==> src/rtl/neo_pattern_gen.sv <==
// Pattern generator for a serial RGB pixel strip: loads one color level per
// handshake, requests a transmission, then waits for the controller before the next frame.
module neo_pattern_gen #(
    parameter int          NUM_PIXELS   = 5,
    parameter int          PIX_W        = 3,
    parameter logic [7:0]  LEVEL_MAX    = 8'h20,
    parameter int          FRAME_REPEAT = 4
) (
    input  logic                  clock,
    input  logic                  reset,
    input  logic                  run,
    input  logic [1:0]            mode,
    input  logic [NUM_PIXELS-1:0] enable_mask,
    input  logic                  ready_to_load,
    input  logic                  ready_to_send,
    input  logic                  done_wait,
    output logic [PIX_W-1:0]      pixel_index,
    output logic [1:0]            color_index,
    output logic [7:0]            color_level,
    output logic                  load_color,
    output logic                  send_it,
    output logic [7:0]            phase,
    output logic                  busy
);

    typedef enum logic [1:0] {IDLE, LOAD, SEND_REQ, WAIT} state_t;

    localparam logic [PIX_W-1:0] LAST_PIX = PIX_W'(NUM_PIXELS - 1);
    localparam logic [7:0]       REP_LAST = 8'(FRAME_REPEAT - 1);

    state_t                  state;
    logic [1:0]              mode_r;
    logic [NUM_PIXELS-1:0]   mask_r;
    logic [PIX_W-1:0]        pix;
    logic [1:0]              col;
    logic [7:0]              rep;
    logic [PIX_W-1:0]        chase_pos;
    logic [1:0]              rot_pos;
    logic [1:0]              rot_nxt;
    logic [1:0]              lit_col;
    logic                    frame_done;
    logic                    phase_adv;
    logic                    frame_start;
    logic                    xfer;
    logic [4:0]              breathe;
    logic [7:0]              level;

    function automatic logic [1:0] inc3(input logic [1:0] x);
        return (x == 2'd2) ? 2'd0 : x + 2'd1;
    endfunction

    // chase_pos and rot_pos track phase mod NUM_PIXELS and phase mod 3
    // incrementally, so no divider is needed and the 255->0 wrap stays exact.
    always_comb begin
        frame_done  = (state == WAIT) && done_wait;
        phase_adv   = frame_done && (rep == REP_LAST);
        frame_start = run && ((state == IDLE) || frame_done);
        xfer        = (state == LOAD) && ready_to_load;
        rot_nxt     = rot_pos;
        if (phase_adv)
            rot_nxt = (phase == 8'hFF) ? 2'd0 : inc3(rot_pos);
    end

    always_ff @(posedge clock) begin
        if (reset) begin
            state     <= IDLE;
            phase     <= 8'd0;
            rep       <= 8'd0;
            pix       <= '0;
            col       <= 2'd0;
            chase_pos <= '0;
            rot_pos   <= 2'd0;
        end else begin
            if (phase_adv) begin
                phase     <= phase + 8'd1;
                chase_pos <= (phase == 8'hFF || chase_pos == LAST_PIX) ? '0 : chase_pos + 1'b1;
                rot_pos   <= rot_nxt;
            end
            unique case (state)
                IDLE: begin
                    if (run) begin
                        state <= LOAD;
                        pix   <= '0;
                        col   <= 2'd0;
                    end
                end
                LOAD: begin
                    if (ready_to_load) begin
                        if (col == 2'd2) begin
                            col <= 2'd0;
                            if (pix == LAST_PIX) begin
                                pix   <= '0;
                                state <= SEND_REQ;
                            end else begin
                                pix <= pix + 1'b1;
                            end
                        end else begin
                            col <= col + 2'd1;
                        end
                    end
                end
                SEND_REQ: begin
                    if (ready_to_send)
                        state <= WAIT;
                end
                WAIT: begin
                    if (done_wait) begin
                        rep <= phase_adv ? 8'd0 : rep + 8'd1;
                        pix <= '0;
                        col <= 2'd0;
                        state <= run ? LOAD : IDLE;
                    end
                end
            endcase
        end
    end

    // Frame configuration and the rotate-mode lit color are pure data.
    always_ff @(posedge clock) begin
        if (frame_start) begin
            mode_r  <= mode;
            mask_r  <= enable_mask;
            lit_col <= rot_nxt;
        end else if (xfer && col == 2'd2) begin
            lit_col <= inc3(lit_col);
        end
    end

    always_comb begin
        breathe = phase[5] ? ~phase[4:0] : phase[4:0];
        level   = 8'd0;
        unique case (mode_r)
            2'd0: level = LEVEL_MAX;
            2'd1: level = (col == 2'd1 && pix == chase_pos) ? LEVEL_MAX : 8'd0;
            2'd2: level = {3'b000, breathe};
            2'd3: level = (col == lit_col) ? LEVEL_MAX : 8'd0;
        endcase
        if (!mask_r[pix])
            level = 8'd0;
    end

    assign load_color  = xfer;
    assign send_it     = (state == SEND_REQ) && ready_to_send;
    assign busy        = (state != IDLE);
    assign pixel_index = xfer ? pix : '0;
    assign color_index = xfer ? col : 2'd0;
    assign color_level = xfer ? level : 8'd0;

endmodule

==> config.mk <==
export PLATFORM = sky130hd
export DESIGN_NAME = neo_pattern_gen
export DESIGN_NICKNAME = d
export VERILOG_FILES = /design/src/rtl/neo_pattern_gen.sv
export SDC_FILE = /design/constraint.sdc
export NUM_CORES = 1
export LEC_CHECK = 0
export CAP_MARGIN = 20
export CORE_MARGIN = 2
export CORE_UTILIZATION = 52
export DETAILED_ROUTE_END_ITERATION = 6
export PLACE_DENSITY = 0.85
export SETUP_SLACK_MARGIN = 0.3
export SLEW_MARGIN = 30
export SYNTH_ARGS = -nofsm -noshare
export SYNTH_HDL_FRONTEND = slang
export SYNTH_SLANG_ARGS = --single-unit
==> constraint.sdc <==
create_clock -name clock -period 2.9 [get_ports clock]
set_input_delay 0.725 -clock clock [delete_from_list [all_inputs] [get_ports clock]]
set_output_delay 0.725 -clock clock [all_outputs]
set_load 0.03 [all_outputs]
# --- Word-level counts from Yosys, hierarchy flattened ---
# Cells that the tools add are included.
op_classes:
  n_reduce_logical: 18
  n_bitwise: 1
  add_sub_neg: 7
  order_cmp: 1
  eq_ne: 22
  muxes: 37
ops:
  columns: ["operator", "n"]
  rows:
  - ["2-to-1 mux 2 bit", 17]
  - ["case mux 8 bit (4 select lines)", 1]
  - ["2-to-1 mux 8 bit", 3]
  - ["2-to-1 mux 3 bit", 7]
  - ["adder 8 x 1 -> 8 bit (second input constant)", 2]
  - ["equality test 2 bit (second input constant)", 7]
  - ["2-to-1 mux 6 bit", 2]
  - ["case mux 3 bit (3 select lines)", 1]
  - ["equality test 8 x 2 -> 1 bit (second input constant)", 1]
  - ["equality test 8 bit (second input constant)", 1]
  - ["inequality test 2 bit (second input constant)", 4]
  - ["case mux 2 bit (4 select lines)", 1]
  - ["logical AND 1 bit", 7]
  - ["adder 2 x 1 -> 2 bit (second input constant)", 3]
  - ["adder 3 x 1 -> 3 bit (second input constant)", 2]
  - ["equality test 2 x 1 -> 1 bit (second input constant)", 3]
  - ["equality test 3 bit (second input constant)", 2]
  - ["case mux 2 bit (3 select lines)", 1]
  - ["AND reduction 6 bit", 1]
  - ["2-to-1 mux 5 bit", 1]
  - ["inverter 5 bit", 1]
  - ["AND reduction 5 bit", 1]
  - ["logical NOT 2 bit", 2]
  - ["less-than comparator 3 x 4 -> 1 bit (second input constant)", 1]
  - ["other kinds (10)", 14]
word_totals:
  elab_cells: 96
  out_inout_bits: 24
  input_bits: 13
  ff_bits: 37

# --- Logic depth before layout (Yosys ltp) ---
depth:
  word_depth: 6
  mapped_depth: 6

# --- Worst setup path after synthesis ---
# No wires, ideal clock.
synth_path:
  path_kind: "input -> output"
  startpoint: "in ready_to_load"
  endpoint: "out color_level[0]"
  path_stages: 4
  slack_ps: 392
  arrival_time_ps: 1783
  n_path_buf: 0
  required_ps: 2175
  path_cell_list: "nand2_1 nor4_1 o21ai_0 nor2_1"
synth_between:
  elab_chain_cells: 2
synth_rtl:
  columns: ["element", "line", "rtl"]
  rows:
  - ["from (decl)", "14", "input logic ready_to_load,"]
  - ["logical AND 1 bit", "58", "xfer = (state == LOAD) && ready_to_load;"]
  - ["2-to-1 mux 8 bit", "147", "assign color_level = xfer ? level : 8'd0;"]
  - ["to (decl)", "19", "output logic [7:0] color_level,"]
# No other way between the ends.

# --- Worst setup path in the final report ---
layout_path:
  startpoint: "reg mask_r[3]"
  endpoint: "out color_level[0]"
layout_between:
  elab_chain_cells: 4
layout_rtl:
  columns: ["element", "line", "rtl"]
  rows:
  - ["from (decl)", "33", "logic [NUM_PIXELS-1:0] mask_r;"]
  - ["from (signal assigned)", "122", "mask_r <= enable_mask;"]
  - ["binary-select mux 1 bit (select 3 bit)", "138", "if (!mask_r[pix])"]
  - ["2-to-1 mux 1 bit (not written as such)", "138", null]
  - ["2-to-1 mux 8 bit", "138", null]
  - ["2-to-1 mux 8 bit", "147", null]
# No other way between the ends. The select of a mux whose other input is x is not followed.

==> impl_metrics.tcl <==
set metrics [dict create \
    ys.warnings.count 0 \
    grt_pass1_vias 1679 \
    synth_xor_area_frac 0.0716 \
    routed_wl_um 4640 \
    antenna_left 0 \
    leak_nw 1.03 \
    synth_area_per_cell_um2 8.89 \
    pwr-share-seq 0.454 \
    antennaDiodeCount 0 \
    power.share.clock 0.237 \
    hold_class "reg2reg" \
    pwr-share-comb 0.309 \
    rows 22 \
    tritoncts "built" \
    clkLatencyLatePin_ns 0.28 \
    place.detailed.hpwl_um 3310 \
    synth_compound_gate_area_share 0.136 \
    gr-total-overflow 0 \
    antenna_found_initial 0 \
    grt_max_degree 29 \
    floorplan.die.height_um 67.3 \
    post-route-drc-count 0 \
    final_cell_count_no_fill 327 \
    router_iterations_before_antenna_repair 4 \
    clock_tree.buffer_depth 2 \
    place.gp.congestion 0.790 \
    synth_simple_gate_area_frac 0.245 \
    worst_r2r_path_depth 4 \
    cts_buffers 5 \
    crit_type "reg2out" \
    power.switching_mw 0.487 \
    min_delay_path_depth 2 \
    number_of_flops_mapped_to_enable_cells_by_yosys 9 \
    clock_tree.htree_level_count 2 \
    ys_types 49 \
    dieArea_um2 4520 \
    run_status "finished, final reports clean" \
    synth.area.mux_share 0.0253 \
    register_bit_count_reported_by_yosys 37 \
    boundaryPins 37 \
    slew-limit-headroom 0.661 \
    syn_area_um2 2080 \
    synthToLayoutAreaGrowth_pct 26.9 \
    hold_end "rep[1]$_SDFFE_PP0P_" \
    layout.cells.most_common "sky130_fd_sc_hd__dfxtp_1" \
    synth-adder-area-share 0.0782 \
    die_width_um 67.3 \
    layout.cells.most_common_list "sky130_fd_sc_hd__dfxtp_1, sky130_fd_sc_hd__nor2_1, sky130_fd_sc_hd__clkdlybuf4s50_1, sky130_fd_sc_hd__buf_4, sky130_fd_sc_hd__a21oi_1" \
    postLayoutSetupSlackWorst_ns 0.337 \
    initial_core_util 0.556 \
    period_share 0.884 \
    transition_time_at_the_pin_with_the_least_slew_margin_ns 0.503 \
    critPathCaptureType "output port" \
    placement.io_buffers 34 \
    drive_gt1_frac 0.158 \
    drt_iter0_markers 177 \
    detail_routed_net_length_per_standard_cell_um 14.2 \
    post_route_worst_hold_slack_ns 0.487 \
    syn-instance-count 234 \
    critical_path.reg2reg.startpoint "rep[2]$_SDFFE_PP0P_" \
    final_hold_viol_count 0 \
    reg2reg_to "phase[7]$_SDFFE_PP0N_" \
    clock_sink_count 37 \
    totalPowerFinal_mw 1.44 \
    asyncSetResetFlopFracSynth 0 \
    maxCapViolCount 0 \
    min-delay-start "rep[1]$_SDFFE_PP0P_" \
    stdcell_area_um2 2640 \
    ctsRootBufferMaster "sky130_fd_sc_hd__clkbuf_8" \
    grt_first_pass_wirelength_um 7750 \
    post_drt_via_cell_ratio 5.65 \
    place_ws_ns -0.0870 \
    core_area_um2 3740 \
    setup_viol 0 \
    synth_seq_area_share 0.399 \
    power_density_nw_per_um2 545 \
    grt_use_total 0.224 \
    fin_crit_ns 2.56 \
    power_report.internal_total_mw 0.951 \
    crit_fanout 5 \
    critPathLaunchType "flip-flop" \
    switching_share 0.339 \
    fmax_ghz 0.390 \
    grt_setup_unrepaired "true" \
    setup.reg_to_reg.worst_slack_ns 0.67 \
    place.detailed.instances 316 \
    final.setup_skew_ns 0.00333 \
    required_ns 2.17 \
    maxSlewViolCount 0 \
    placement.cell_area_um2 2470 \
    postSynth.topFlopCell "sky130_fd_sc_hd__dfxtp_1" \
    timing.critical_path.arrival_ns 1.84 \
    num_vias 1847 \
    worst_ir_drop_vdd_mv 0.501 \
    synth_top_family_by_area "simple AND/OR/NAND/NOR gates" \
    worst_setup_hold_path_clk_slew_ns 0.07 \
    final_nets 304 \
]
metrics by stage:
step	util	setup TNS [ns]
floorplan	-	0
global placement	0.661	-0.0753
detailed placement	0.661	-0.328
CTS	0.694	0
global route	0.705	0
finish	0.705	0
critical path: stages, from the launching register on:
cell	delay (ns)
sky130_fd_sc_hd__edfxtp_1	0.39
sky130_fd_sc_hd__mux4_2	0.49
sky130_fd_sc_hd__nor3b_4	0.17
sky130_fd_sc_hd__o21ai_1	0.13
sky130_fd_sc_hd__buf_4	0.16
sky130_fd_sc_hd__nor2_1	0.05
sky130_fd_sc_hd__buf_4	0.16
layout make-up:
type / count / area, um2
flip-flops and latches: 37 / 837
well taps: 48 / 60.1
repair buffers: 44 / 394
fillers: 284 / 1100
clock inverters: 3 / 12.5
multi-input cells: 176 / 1210
inverters: 14 / 52.6
clock buffers: 5 / 68.8
cells in the mapped netlist (3+ instances only):
cell | n | area share
sky130_fd_sc_hd__edfxtp_1 | 9 | 0.13
sky130_fd_sc_hd__ha_1 | 13 | 0.078
sky130_fd_sc_hd__xor2_1 | 9 | 0.038
sky130_fd_sc_hd__dfxtp_1 | 28 | 0.27
sky130_fd_sc_hd__inv_1 | 14 | 0.025
sky130_fd_sc_hd__nor4_1 | 3 | 0.0090
sky130_fd_sc_hd__nand3_1 | 8 | 0.019
sky130_fd_sc_hd__nand4_1 | 6 | 0.018
sky130_fd_sc_hd__nand2b_1 | 5 | 0.015
sky130_fd_sc_hd__xnor2_1 | 8 | 0.034
sky130_fd_sc_hd__clkbuf_1 | 4 | 0.0072
sky130_fd_sc_hd__a21oi_1 | 19 | 0.046
sky130_fd_sc_hd__nor2_1 | 23 | 0.041
sky130_fd_sc_hd__nand2_1 | 17 | 0.031
sky130_fd_sc_hd__nor3_1 | 6 | 0.014
sky130_fd_sc_hd__o21ai_0 | 10 | 0.024
sky130_fd_sc_hd__nand4b_1 | 4 | 0.017
sky130_fd_sc_hd__and3_1 | 3 | 0.0090
sky130_fd_sc_hd__mux2i_1 | 3 | 0.014
worst max path at each step:
stage,start,end,slack [ns],cells past startpoint
2_1_floorplan,ready_to_load,color_level[0],0.39,4
3_3_place_gp,ready_to_load,color_level[2],-0.02,7
3_5_place_dp,ready_to_load,color_level[2],-0.09,7
4_1_cts,mask_r[3]$_DFFE_PP_,color_level[2],0.30,6
5_1_grt,ready_to_load,color_level[0],0.27,7
6_report,mask_r[3]$_DFFE_PP_,color_level[0],0.34,6
logic make-up after synthesis:
logic type | after synthesis
AOI/OAI and AO/OA | 46
xor gates and xnor gates | 17
adders and majority gates | 13
buffers and inverters | 22
DFF | 37
muxes | 4
other | 1
and+or+nand+nor | 94
flip-flops by register name, summed over array words and instances (netlist names):
signal and count:
lit_col 2, pix 3, phase 8, mask_r 5, rot_pos 2, mode_r 2
state 2, rep 8, col 2, chase_pos 3
power groups by stage:
stage / sequential [mW] / clock (mW) / combinational, mW
2_1_floorplan: 0.642 / 0 / 0.297
4_1_cts: 0.649 / 0.348 / 0.428
3_3_place_gp: 0.656 / 0 / 0.394
3_5_place_dp: 0.661 / 0 / 0.402
6_report: 0.653 / 0.340 / 0.445
5_1_grt: 0.662 / 0.370 / 0.492
routing by layer:
layer,up-vias,track usage,wire (um)
met5,-,0,0
met4,0,0.0306,27
met3,4,0.0450,247
met2,53,0.376,2250
met1,867,0.305,2110
li1,923,-,-
timing repair:
| action | 4_1_cts | 5_1_grt |
|---|---|---|
| gates resized for setup | 9 | 11 |
| setup endpoints to repair | 10 | 9 |
| gates cloned | 0 | 0 |
| pin swaps | 1 | 3 |
| hold buffers | 0 | 0 |
| buffers inserted | 2 | 1 |
Power figures use the tool's default switching activity.
